### config.mk
export PLATFORM = sky130hd
export DESIGN_NAME = alu_seq
export DESIGN_NICKNAME = d
export VERILOG_FILES = /design/src/rtl/alu_seq.sv
export SDC_FILE = /design/constraint.sdc
export NUM_CORES = 1
export LEC_CHECK = 0
export CAP_MARGIN = 10
export CELL_PAD_IN_SITES_DETAIL_PLACEMENT = 1
export CELL_PAD_IN_SITES_GLOBAL_PLACEMENT = 1
export CORE_MARGIN = 2
export CORE_UTILIZATION = 30
export DETAILED_ROUTE_END_ITERATION = 16
export GPL_TIMING_DRIVEN = 0
export PLACE_DENSITY_LB_ADDON = 0.1
export SYNTH_ARGS = -nofsm -noshare
export SYNTH_HDL_FRONTEND = slang
export SYNTH_SLANG_ARGS = --single-unit
### constraint.sdc
create_clock -name clk -period 11.3 [get_ports clk]
set_input_delay 1.13 -clock clk [delete_from_list [all_inputs] [get_ports clk]]
set_output_delay 1.13 -clock clk [all_outputs]
set_load 0.05 [all_outputs]
### src/rtl/alu_seq.sv
// Sequential N-bit ALU: single-cycle arithmetic/shift/logic plus iterative
// shift-add multiply and restoring divide, with valid/ready on both sides.
module alu_seq #(
    parameter int N = 16
) (
    input  logic         clk,
    input  logic         rst_n,
    input  logic         in_valid,
    output logic         in_ready,
    input  logic [3:0]   func,
    input  logic [N-1:0] a,
    input  logic [N-1:0] b,
    input  logic         ci,
    output logic         out_valid,
    input  logic         out_ready,
    output logic [N-1:0] y,
    output logic [N-1:0] yhigh,
    output logic         co,
    output logic         zero,
    output logic         overflow,
    output logic         negative
);

    localparam int SW = $clog2(N);
    localparam logic [SW-1:0] LAST = SW'(N - 1);

    typedef enum logic [1:0] {IDLE, ITER, DONE} state_t;

    state_t         state_q, state_d;
    logic [SW-1:0]  cnt_q, cnt_d;
    logic           isDiv_q, isDiv_d;
    logic           isSigned_q, isSigned_d;
    logic           negRes_q, negRes_d;
    logic           remNeg_q, remNeg_d;
    logic           bZero_q, bZero_d;
    logic           minOvf_q, minOvf_d;
    logic [N-1:0]   aOrig_q, aOrig_d;
    logic [N-1:0]   opB_q, opB_d;
    logic [N-1:0]   hi_q, hi_d;
    logic [N-1:0]   lo_q, lo_d;
    logic [N-1:0]   y_q, y_d;
    logic [N-1:0]   yhigh_q, yhigh_d;
    logic           co_q, co_d;
    logic           zero_q, zero_d;
    logic           ovf_q, ovf_d;
    logic           neg_q, neg_d;

    logic [SW-1:0]  s;
    logic [N:0]     sum;
    logic [N:0]     shlT;
    logic [N:0]     shrT;
    logic [2*N-1:0] rotT;
    logic [N-1:0]   scY;
    logic           scCo;
    logic           scOvf;

    assign s = b[SW-1:0];

    always_comb begin
        sum   = '0;
        shlT  = '0;
        shrT  = '0;
        rotT  = '0;
        scY   = '0;
        scCo  = 1'b0;
        scOvf = 1'b0;
        case (func)
            4'b0000, 4'b0001: begin
                sum   = {1'b0, a} + {1'b0, b} + {{N{1'b0}}, func[0] & ci};
                scY   = sum[N-1:0];
                scCo  = sum[N];
                scOvf = (a[N-1] == b[N-1]) && (sum[N-1] != a[N-1]);
            end
            4'b0010, 4'b0011: begin
                sum   = {1'b0, a} - {1'b0, b} - {{N{1'b0}}, func[0] & ci};
                scY   = sum[N-1:0];
                scCo  = sum[N];
                scOvf = (a[N-1] != b[N-1]) && (sum[N-1] != a[N-1]);
            end
            // The extra bit beside the data catches the last bit shifted out.
            4'b1000: begin
                shlT = {1'b0, a} << s;
                scY  = shlT[N-1:0];
                scCo = shlT[N];
            end
            4'b1001: begin
                shrT = {a, 1'b0} >> s;
                scY  = shrT[N:1];
                scCo = shrT[0];
            end
            4'b1010: begin
                rotT = {a, a} << s;
                scY  = rotT[2*N-1:N];
            end
            4'b1011: begin
                rotT = {a, a} >> s;
                scY  = rotT[N-1:0];
            end
            4'b1100: scY = a & b;
            4'b1101: scY = a | b;
            4'b1110: scY = a ^ b;
            4'b1111: scY = ~a;
            default: scY = '0;
        endcase
    end

    logic           aNeg;
    logic           bNeg;
    logic [N-1:0]   aMag;
    logic [N-1:0]   bMag;

    always_comb begin
        aNeg = ~func[0] & a[N-1];
        bNeg = ~func[0] & b[N-1];
        aMag = aNeg ? -a : a;
        bMag = bNeg ? -b : b;
    end

    logic [N:0]     mulSum;
    logic [N:0]     divShift;
    logic [N-1:0]   divSub;
    logic           divGe;
    logic [N-1:0]   stepHi;
    logic [N-1:0]   stepLo;

    always_comb begin
        mulSum   = {1'b0, hi_q} + (lo_q[0] ? {1'b0, opB_q} : {(N+1){1'b0}});
        divShift = {hi_q, lo_q[N-1]};
        divGe    = divShift >= {1'b0, opB_q};
        divSub   = divShift[N-1:0] - opB_q;
        if (isDiv_q) begin
            stepHi = divGe ? divSub : divShift[N-1:0];
            stepLo = {lo_q[N-2:0], divGe};
        end else begin
            stepHi = mulSum[N:1];
            stepLo = {mulSum[0], lo_q[N-1:1]};
        end
    end

    logic [2*N-1:0] prod;
    logic [N-1:0]   finY;
    logic [N-1:0]   finYh;
    logic           finOvf;

    // Iteration runs on magnitudes; signs are restored only on the last step.
    always_comb begin
        prod   = '0;
        finY   = '0;
        finYh  = '0;
        finOvf = 1'b0;
        if (isDiv_q) begin
            if (bZero_q) begin
                finY   = '1;
                finYh  = aOrig_q;
                finOvf = 1'b1;
            end else begin
                finY   = negRes_q ? -stepLo : stepLo;
                finYh  = remNeg_q ? -stepHi : stepHi;
                finOvf = minOvf_q;
            end
        end else begin
            prod   = negRes_q ? -{stepHi, stepLo} : {stepHi, stepLo};
            finY   = prod[N-1:0];
            finYh  = prod[2*N-1:N];
            finOvf = isSigned_q ? (finYh != {N{finY[N-1]}}) : (finYh != '0);
        end
    end

    always_comb begin
        state_d    = state_q;
        cnt_d      = cnt_q;
        isDiv_d    = isDiv_q;
        isSigned_d = isSigned_q;
        negRes_d   = negRes_q;
        remNeg_d   = remNeg_q;
        bZero_d    = bZero_q;
        minOvf_d   = minOvf_q;
        aOrig_d    = aOrig_q;
        opB_d      = opB_q;
        hi_d       = hi_q;
        lo_d       = lo_q;
        y_d        = y_q;
        yhigh_d    = yhigh_q;
        co_d       = co_q;
        zero_d     = zero_q;
        ovf_d      = ovf_q;
        neg_d      = neg_q;
        case (state_q)
            IDLE: begin
                if (in_valid) begin
                    if (func[3:2] == 2'b01) begin
                        state_d    = ITER;
                        cnt_d      = '0;
                        isDiv_d    = func[1];
                        isSigned_d = ~func[0];
                        negRes_d   = aNeg ^ bNeg;
                        remNeg_d   = aNeg;
                        bZero_d    = (b == '0);
                        minOvf_d   = ~func[0] & func[1] & (a == {1'b1, {(N-1){1'b0}}}) & (b == '1);
                        aOrig_d    = a;
                        hi_d       = '0;
                        lo_d       = func[1] ? aMag : bMag;
                        opB_d      = func[1] ? bMag : aMag;
                    end else begin
                        state_d = DONE;
                        y_d     = scY;
                        yhigh_d = '0;
                        co_d    = scCo;
                        ovf_d   = scOvf;
                        zero_d  = (scY == '0);
                        neg_d   = scY[N-1];
                    end
                end
            end
            ITER: begin
                hi_d  = stepHi;
                lo_d  = stepLo;
                cnt_d = cnt_q + SW'(1);
                if (cnt_q == LAST) begin
                    state_d = DONE;
                    y_d     = finY;
                    yhigh_d = finYh;
                    co_d    = 1'b0;
                    ovf_d   = finOvf;
                    zero_d  = ({finYh, finY} == '0);
                    neg_d   = isDiv_q ? finY[N-1] : finYh[N-1];
                end
            end
            DONE: begin
                if (out_ready) begin
                    state_d = IDLE;
                end
            end
            default: state_d = IDLE;
        endcase
    end

    always_ff @(posedge clk or negedge rst_n) begin
        if (!rst_n) begin
            state_q    <= IDLE;
            cnt_q      <= '0;
            isDiv_q    <= 1'b0;
            isSigned_q <= 1'b0;
            negRes_q   <= 1'b0;
            remNeg_q   <= 1'b0;
            bZero_q    <= 1'b0;
            minOvf_q   <= 1'b0;
            aOrig_q    <= '0;
            opB_q      <= '0;
            hi_q       <= '0;
            lo_q       <= '0;
            y_q        <= '0;
            yhigh_q    <= '0;
            co_q       <= 1'b0;
            zero_q     <= 1'b0;
            ovf_q      <= 1'b0;
            neg_q      <= 1'b0;
        end else begin
            state_q    <= state_d;
            cnt_q      <= cnt_d;
            isDiv_q    <= isDiv_d;
            isSigned_q <= isSigned_d;
            negRes_q   <= negRes_d;
            remNeg_q   <= remNeg_d;
            bZero_q    <= bZero_d;
            minOvf_q   <= minOvf_d;
            aOrig_q    <= aOrig_d;
            opB_q      <= opB_d;
            hi_q       <= hi_d;
            lo_q       <= lo_d;
            y_q        <= y_d;
            yhigh_q    <= yhigh_d;
            co_q       <= co_d;
            zero_q     <= zero_d;
            ovf_q      <= ovf_d;
            neg_q      <= neg_d;
        end
    end

    assign in_ready  = (state_q == IDLE);
    assign out_valid = (state_q == DONE);
    assign y         = y_q;
    assign yhigh     = yhigh_q;
    assign co        = co_q;
    assign zero      = zero_q;
    assign overflow  = ovf_q;
    assign negative  = neg_q;

endmodule

==> results of run 1 <==
-- worst max-delay path: cells and delay by family --
| family | cells | cell delay [ns] |
|---|---|---|
| AOI/OAI and AO/OA | 10 | 2.45 |
| adders and majority gates | 2 | 1.01 |
| buffers and inverters | 5 | 2.89 |
| and+or+nand+nor | 2 | 0.68 |
-- layout make-up --
cell class / count / area share
sequential: 112 / 0.1723
inverter: 99 / 0.02285
antenna: 1 / 0.0001539
buffer: 128 / 0.03177
clock inverter: 7 / 0.005000
clock buffer: 9 / 0.01385
multi-input combinational: 1505 / 0.6570
timing repair buffer: 80 / 0.04977
tap: 615 / 0.04731
-- kinds of logic after synthesis --
kind of cell,synth area share
simple gates,0.2069
compound gates,0.2806
buf+inv,0.06180
flops,0.1950
xor+xnor,0.06703
fa+ha+maj,0.09540
mux,0.09332
-- report_power, final --
part | leakage (nW) | switching (W) | total [W] | internal [W]
registers | 1.45 | 0.000176 | 0.000721 | 0.000544
clock network | 0.149 | 0.000170 | 0.000344 | 0.000174
logic | 5.02 | 0.00210 | 0.00317 | 0.00107
-- state kept, by name, indices dropped and copies added (netlist names) --
name	flops
co	1
zero	1
aOrig_q	16
negRes_q	1
cnt_q	4
lo_q	16
yhigh	16
minOvf_q	1
remNeg_q	1
y	16
isSigned_q	1
hi_q	16
overflow	1
isDiv_q	1
opB_q	16
state_q	2
negative	1
bZero_q	1
-- how the worst min path moves through the flow --
stage | end | depth (start not counted)
floorplan | aOrig_q[8]$_DFFE_PN0P_ | 2
global placement | aOrig_q[8]$_DFFE_PN0P_ | 2
detailed placement | y[12]$_DFFE_PN0P_ | 1
CTS | y[12]$_DFFE_PN0P_ | 1
global route | y[11]$_DFFE_PN0P_ | 1
finish | y[12]$_DFFE_PN0P_ | 1
-- cell usage after synthesis (all sizes together), types with 14 or more instances --
library cell    n
nand3          35
o22ai          19
xor2           28
mux4           31
a22o           19
o221ai         30
nor3           44
and3           16
a211oi         21
and2           29
ha            100
buf            30
nor2b          14
nand4          27
a21oi          96
dfrtp         112
inv            94
o21a           16
nor2          147
or3            15
clkbuf         98
xnor2          82
a31oi          20
a221oi         18
o21ai         169
nand2b         18
a21o           26
o211ai         17
o31ai          28
nand2         189
mux2i          53
-- metal layers --
| metal | track usage | wire length [um] |
|---|---|---|
| met1 | 0.3508 | 30090 |
| met2 | 0.5278 | 36680 |
| met3 | 0.03042 | 2854 |
| met4 | 0.1414 | 3887 |
| met5 | 0 | 24 |
-- metrics by stage --
step	cells	setup slack [ns]	area (um2)	util	hold WS (ns)
after floorplan	1844	5.601	14370	-	0.4425
after global placement	2536	2.247	15910	0.3347	0.4674
after detailed placement	2539	3.149	15960	0.3356	0.4675
after CTS	2555	3.536	16260	0.3420	0.4862
after global routing	2555	2.998	16260	0.3420	0.5055
final	2556	3.405	16260	0.3421	0.4791
==> reports/metrics.cfg, run 1 <==
[run_status]
status=finished, final reports clean

[clock_tree]
postCtsHoldBufs=0
worst_setup_hold_path_clk_slew_ns=0.08
cts_tree=yes
post_cts_resized=0
cts_sinks=112
cts-root-to-sink-buffers=2
clock_insertion_delay_at_the_later_pin_of_the_skew_report_ns=0.39
h-tree-depth=3
post_cts_repair_timing_setup_buffer_count=0
cts_buffers=9
clock_tree.root_cell=sky130_fd_sc_hd__clkbuf_16

[cells_and_area]
regArea_um2=2803
layout-drive-gt1-share=0.05979
nets=2082
area_of_the_multi_input_gates_um2=10690
mostFrequentLayoutCell=sky130_fd_sc_hd__nand2_1
layout_common_cells=sky130_fd_sc_hd__nand2_1 (189), sky130_fd_sc_hd__o21ai_0 (167), sky130_fd_sc_hd__nor2_1 (147)
fill_cells=5723
area.growth.synth_to_final_pct=13.15

[yosys]
syn_area_per_cell_um2=7.795
syn-instance-count=1844
ys_types=97
cell_area_after_technology_mapping_um2=14370
synth_top_area_frac=0.1950
edff_count_synth=0
synth_warnings=0
synth_area_leader_cell=sky130_fd_sc_hd__dfrtp_1
synth-main-ff-cell=sky130_fd_sc_hd__dfrtp_1
async_reset_ff_frac=1.000
synth_seq_area_share=0.1950
synth-seq-cells=112
syn_nets=1991
synth_top_cells_by_area=sky130_fd_sc_hd__dfrtp_1 (19%), sky130_fd_sc_hd__ha_1 (8.7%), sky130_fd_sc_hd__o21ai_0 (5.8%)

[drt]
drt_drc=0
antenna_violating_nets_post_route=0
route.vias.total=15500
detail_route.first_pass.iterations=5
drt-total-wl_um=73530
viasPerCell=6.064
drt-initial-drc-count=1035
routed_wire_length_per_instance_um=28.77

[timing]
tightestPinTransition_ns=1.057
fin_tns_setup_ns=0
period_needed_ns=7.895
part_of_the_cycle_the_worst_path_needs=0.6987
report.final.hold_viol_count=0
rsz_0062_raised_after_global_routing=no
slew_headroom=0.2898
timing_max_transition_violations_final=0
final-setup-viol-count=0
clock_tree_skew_after_final_layout_ns=0.01067
timing.fmax_mhz=126.7

[critical_path]
critical-path-max-stage-delay_ns=0.71
worstSetupStartpoint=b[0]
critPathKind=in2reg
critical_path.reg2reg.endpoint=zero$_DFFE_PN0P_
cp_cell_sequence=clkdlybuf4s50_1, clkbuf_1, clkbuf_1, clkbuf_1, inv_1, fa_1, fa_1, o21ai_0, a21oi_1, o21a_1, o21a_1, o31a_1, o41ai_1, o31ai_1, a221oi_1, nor4bb_1, and4_1, a21oi_1, o31ai_1
worstRegToRegCells=20
arrival_time_at_the_worst_endpoint_ns=8.19
crit_end=zero$_DFFE_PN0P_
worstPathRequired_ns=11.60
setup_slack_on_the_worst_flop_to_flop_path_ns=5.14
maximum_fanout_encountered_on_the_critical_timing_path=10
slowest_stage=sky130_fd_sc_hd__clkbuf_1
crit_path_top_cell_by_count=sky130_fd_sc_hd__clkbuf_1
crit-reg2reg-launch=opB_q[14]$_DFFE_PN0P_
start_kind=input pin
setup.worst_path.end_class=register

[hold_path]
min-delay-start=y[12]$_DFFE_PN0P_
holdCritPathClass=reg2reg

[power_and_ir_drop]
ir_drop_uv=116.2
cellLeakagePower_nw=6.623
design_power_total_w=0.004236
power.density_cell_area_nw_per_um2=260.4

[floorplan]
die_area_um2=49680
placeableCoreArea_um2=47550
chipHeight_um=222.9
start_util=0.3023
floorplan.die.width_um=222.9
standard_cell_row_count=80
top_level_ports=79

[global_routing]
grt_pass1_wl_um=108400
grt_overflow_total=0
grt_pass1_vias=16040
grt_total_usage=0.2941
antenna_found_initial=4
grt_start_max_net_pins=62

[place]
dp.final_hpwl_um=60830
place_congestion=1.011
io_buffer_count=77

[job]
cap_viol_max_count=0

No activity file was read; power rests on OpenSTA's default activity.
==> run 2, diff against run 1 <==
clock period = 7 ns   (was 11.3 ns; I/O delays follow)
==> reports/metrics.cfg, run 2 (synthesis results as in run 1) <==
[cells_and_area]
layout-drive-gt1-share=0.06186
area.growth.synth_to_final_pct=13.19
fill_cells=5721
mostFrequentLayoutCell=sky130_fd_sc_hd__nand2_1
regArea_um2=2803
layout_common_cells=sky130_fd_sc_hd__nand2_1 (189), sky130_fd_sc_hd__o21ai_0 (167), sky130_fd_sc_hd__nor2_1 (147)
final_core_utilization=0.3422
nets=2082
stdcell_area_um2=16270
area_of_the_multi_input_gates_um2=10690

[clock_tree]
cts_buffers=9
h-tree-depth=3
clock_insertion_delay_at_the_later_pin_of_the_skew_report_ns=0.39
clock_tree.root_cell=sky130_fd_sc_hd__clkbuf_16
cts-root-to-sink-buffers=2
worst_setup_hold_path_clk_slew_ns=0.08
post_cts_repair_timing_setup_buffer_count=0
cts_tree=yes
cts_sinks=112

[place]
place_congestion=1.011
place_ws_ns=-0.7212
io_buffer_count=77
placed_area_um2=15960
dp.final_hpwl_um=60830

[drt]
drt-initial-drc-count=1034
route.vias.total=15450
drt_drc=0
viasPerCell=6.045
routed_wire_length_per_instance_um=28.78
drt-total-wl_um=73570
detail_route.first_pass.iterations=7
antenna_violating_nets_post_route=0

[hold_path]
holdCritPathClass=in2async

[critical_path]
crit-reg2reg-launch=opB_q[14]$_DFFE_PN0P_
critical-path-max-stage-delay_ns=0.57
slowest_stage=sky130_fd_sc_hd__clkdlybuf4s50_1
start_kind=input pin
worstSetupStartpoint=b[0]
worstPathRequired_ns=7.29
worstRegToRegCells=20
cp_cell_sequence=clkdlybuf4s50_1, clkbuf_2, clkbuf_2, clkbuf_2, inv_1, fa_1, fa_1, o21ai_0, a21oi_1, o21a_1, o21a_1, o31a_1, o41ai_1, o31ai_1, a221oi_1, nor4bb_1, and4_1, a21oi_1, o31ai_1
maximum_fanout_encountered_on_the_critical_timing_path=10
crit_path_top_cell_by_count=sky130_fd_sc_hd__clkbuf_2
critPathKind=in2reg
arrival_time_at_the_worst_endpoint_ns=6.86
setup.worst_path.end_class=register

[global_routing]
grt_pass1_vias=16040
grt_pass1_wl_um=108400
grt_total_usage=0.2941
antenna_found_initial=4
grt_start_max_net_pins=62
grt_overflow_total=0

[floorplan]
top_level_ports=79
start_util=0.3023
standard_cell_row_count=80
placeableCoreArea_um2=47550
floorplan.die.width_um=222.9
die_area_um2=49680
chipHeight_um=222.9

[timing]
rsz_0062_raised_after_global_routing=no
fin_tns_setup_ns=0
part_of_the_cycle_the_worst_path_needs=0.9382
timing.fmax_mhz=152.3
finalWorstSetupSlack_ns=0.4327
report.final.hold_viol_count=0
final-setup-viol-count=0
slew_headroom=0.2883
tightestPinTransition_ns=1.059
clock_tree_skew_after_final_layout_ns=0.01055
timing_max_transition_violations_final=0
period_needed_ns=6.567

[job]
cap_viol_max_count=0

[power_and_ir_drop]
ir_drop_uv=187.3
power.density_cell_area_nw_per_um2=420.2
cellLeakagePower_nw=6.634

[run_status]
status=finished, final reports clean

## run 2: changes by cell type in the layout (fill, tap and decap cells not counted), sizes merged
cell and delta:
clkbuf +1, buf -1
## run 2: what timing repair did
item / CTS / global route
setup endpoints to repair: 2 / 5
gates resized for setup: 1 / 5
hold buffers: 0 / 0
## run 2: per-layer routing
| metal | vias to the layer above | GRT usage | part of all wire |
|---|---|---|---|
| met4 | 4 | 0.1414 | 0.052 |
| met3 | 146 | 0.03042 | 0.039 |
| li1 | 7017 | - | - |
| met2 | 450 | 0.5278 | 0.50 |
| met5 | - | 0 | 0.00033 |
| met1 | 7834 | 0.3508 | 0.41 |
## run 2: area by class of cell
| class | instances | area share |
|---|---|---|
| inverter | 99 | 0.02284 |
| clock buffer | 9 | 0.01384 |
| buffer | 128 | 0.03207 |
| sequential | 112 | 0.1723 |
| antenna | 1 | 0.0001538 |
| timing repair buffer | 80 | 0.04976 |
| tap | 615 | 0.04730 |
| clock inverter | 7 | 0.004999 |
| multi-input combinational | 1505 | 0.6568 |
## run 2: path summary, 6_finish.rpt
kind	end	slack, ns
max	zero$_DFFE_PN0P_	0.43
min	hi_q[15]$_DFFE_PN0P_	0.26
max reg2reg	zero$_DFFE_PN0P_	0.83
min reg2reg	y[12]$_DFFE_PN0P_	0.48
max in group asynchronous	lo_q[11]$_DFFE_PN0P_	6.04
min in group clk	y[12]$_DFFE_PN0P_	0.48
## run 2: through the flow
step                      hold WS, ns  power, W  std cells
after floorplan                0.4044  0.004488       1844
after global placement         0.4674  0.006183       2536
after detailed placement       0.4675  0.006249       2539
after CTS                      0.2827  0.006828       2555
after global routing           0.3062  0.007320       2555
final                          0.2588  0.006837       2556
## run 2: worst max-delay path: cells and delay by family
kind	cells	cell delay (ns)
adders and majority gates	2	0.97
and+or+nand+nor	2	0.68
buffers and inverters	5	2.03
AOI/OAI and AO/OA	10	2.45
## run 2: power by group
| part | switching, W | internal, W |
|---|---|---|
| Clock | 0.000274 | 0.000282 |
| Combinational | 0.00338 | 0.00173 |
| Sequential | 0.000285 | 0.000878 |
| Total | 0.00394 | 0.00289 |
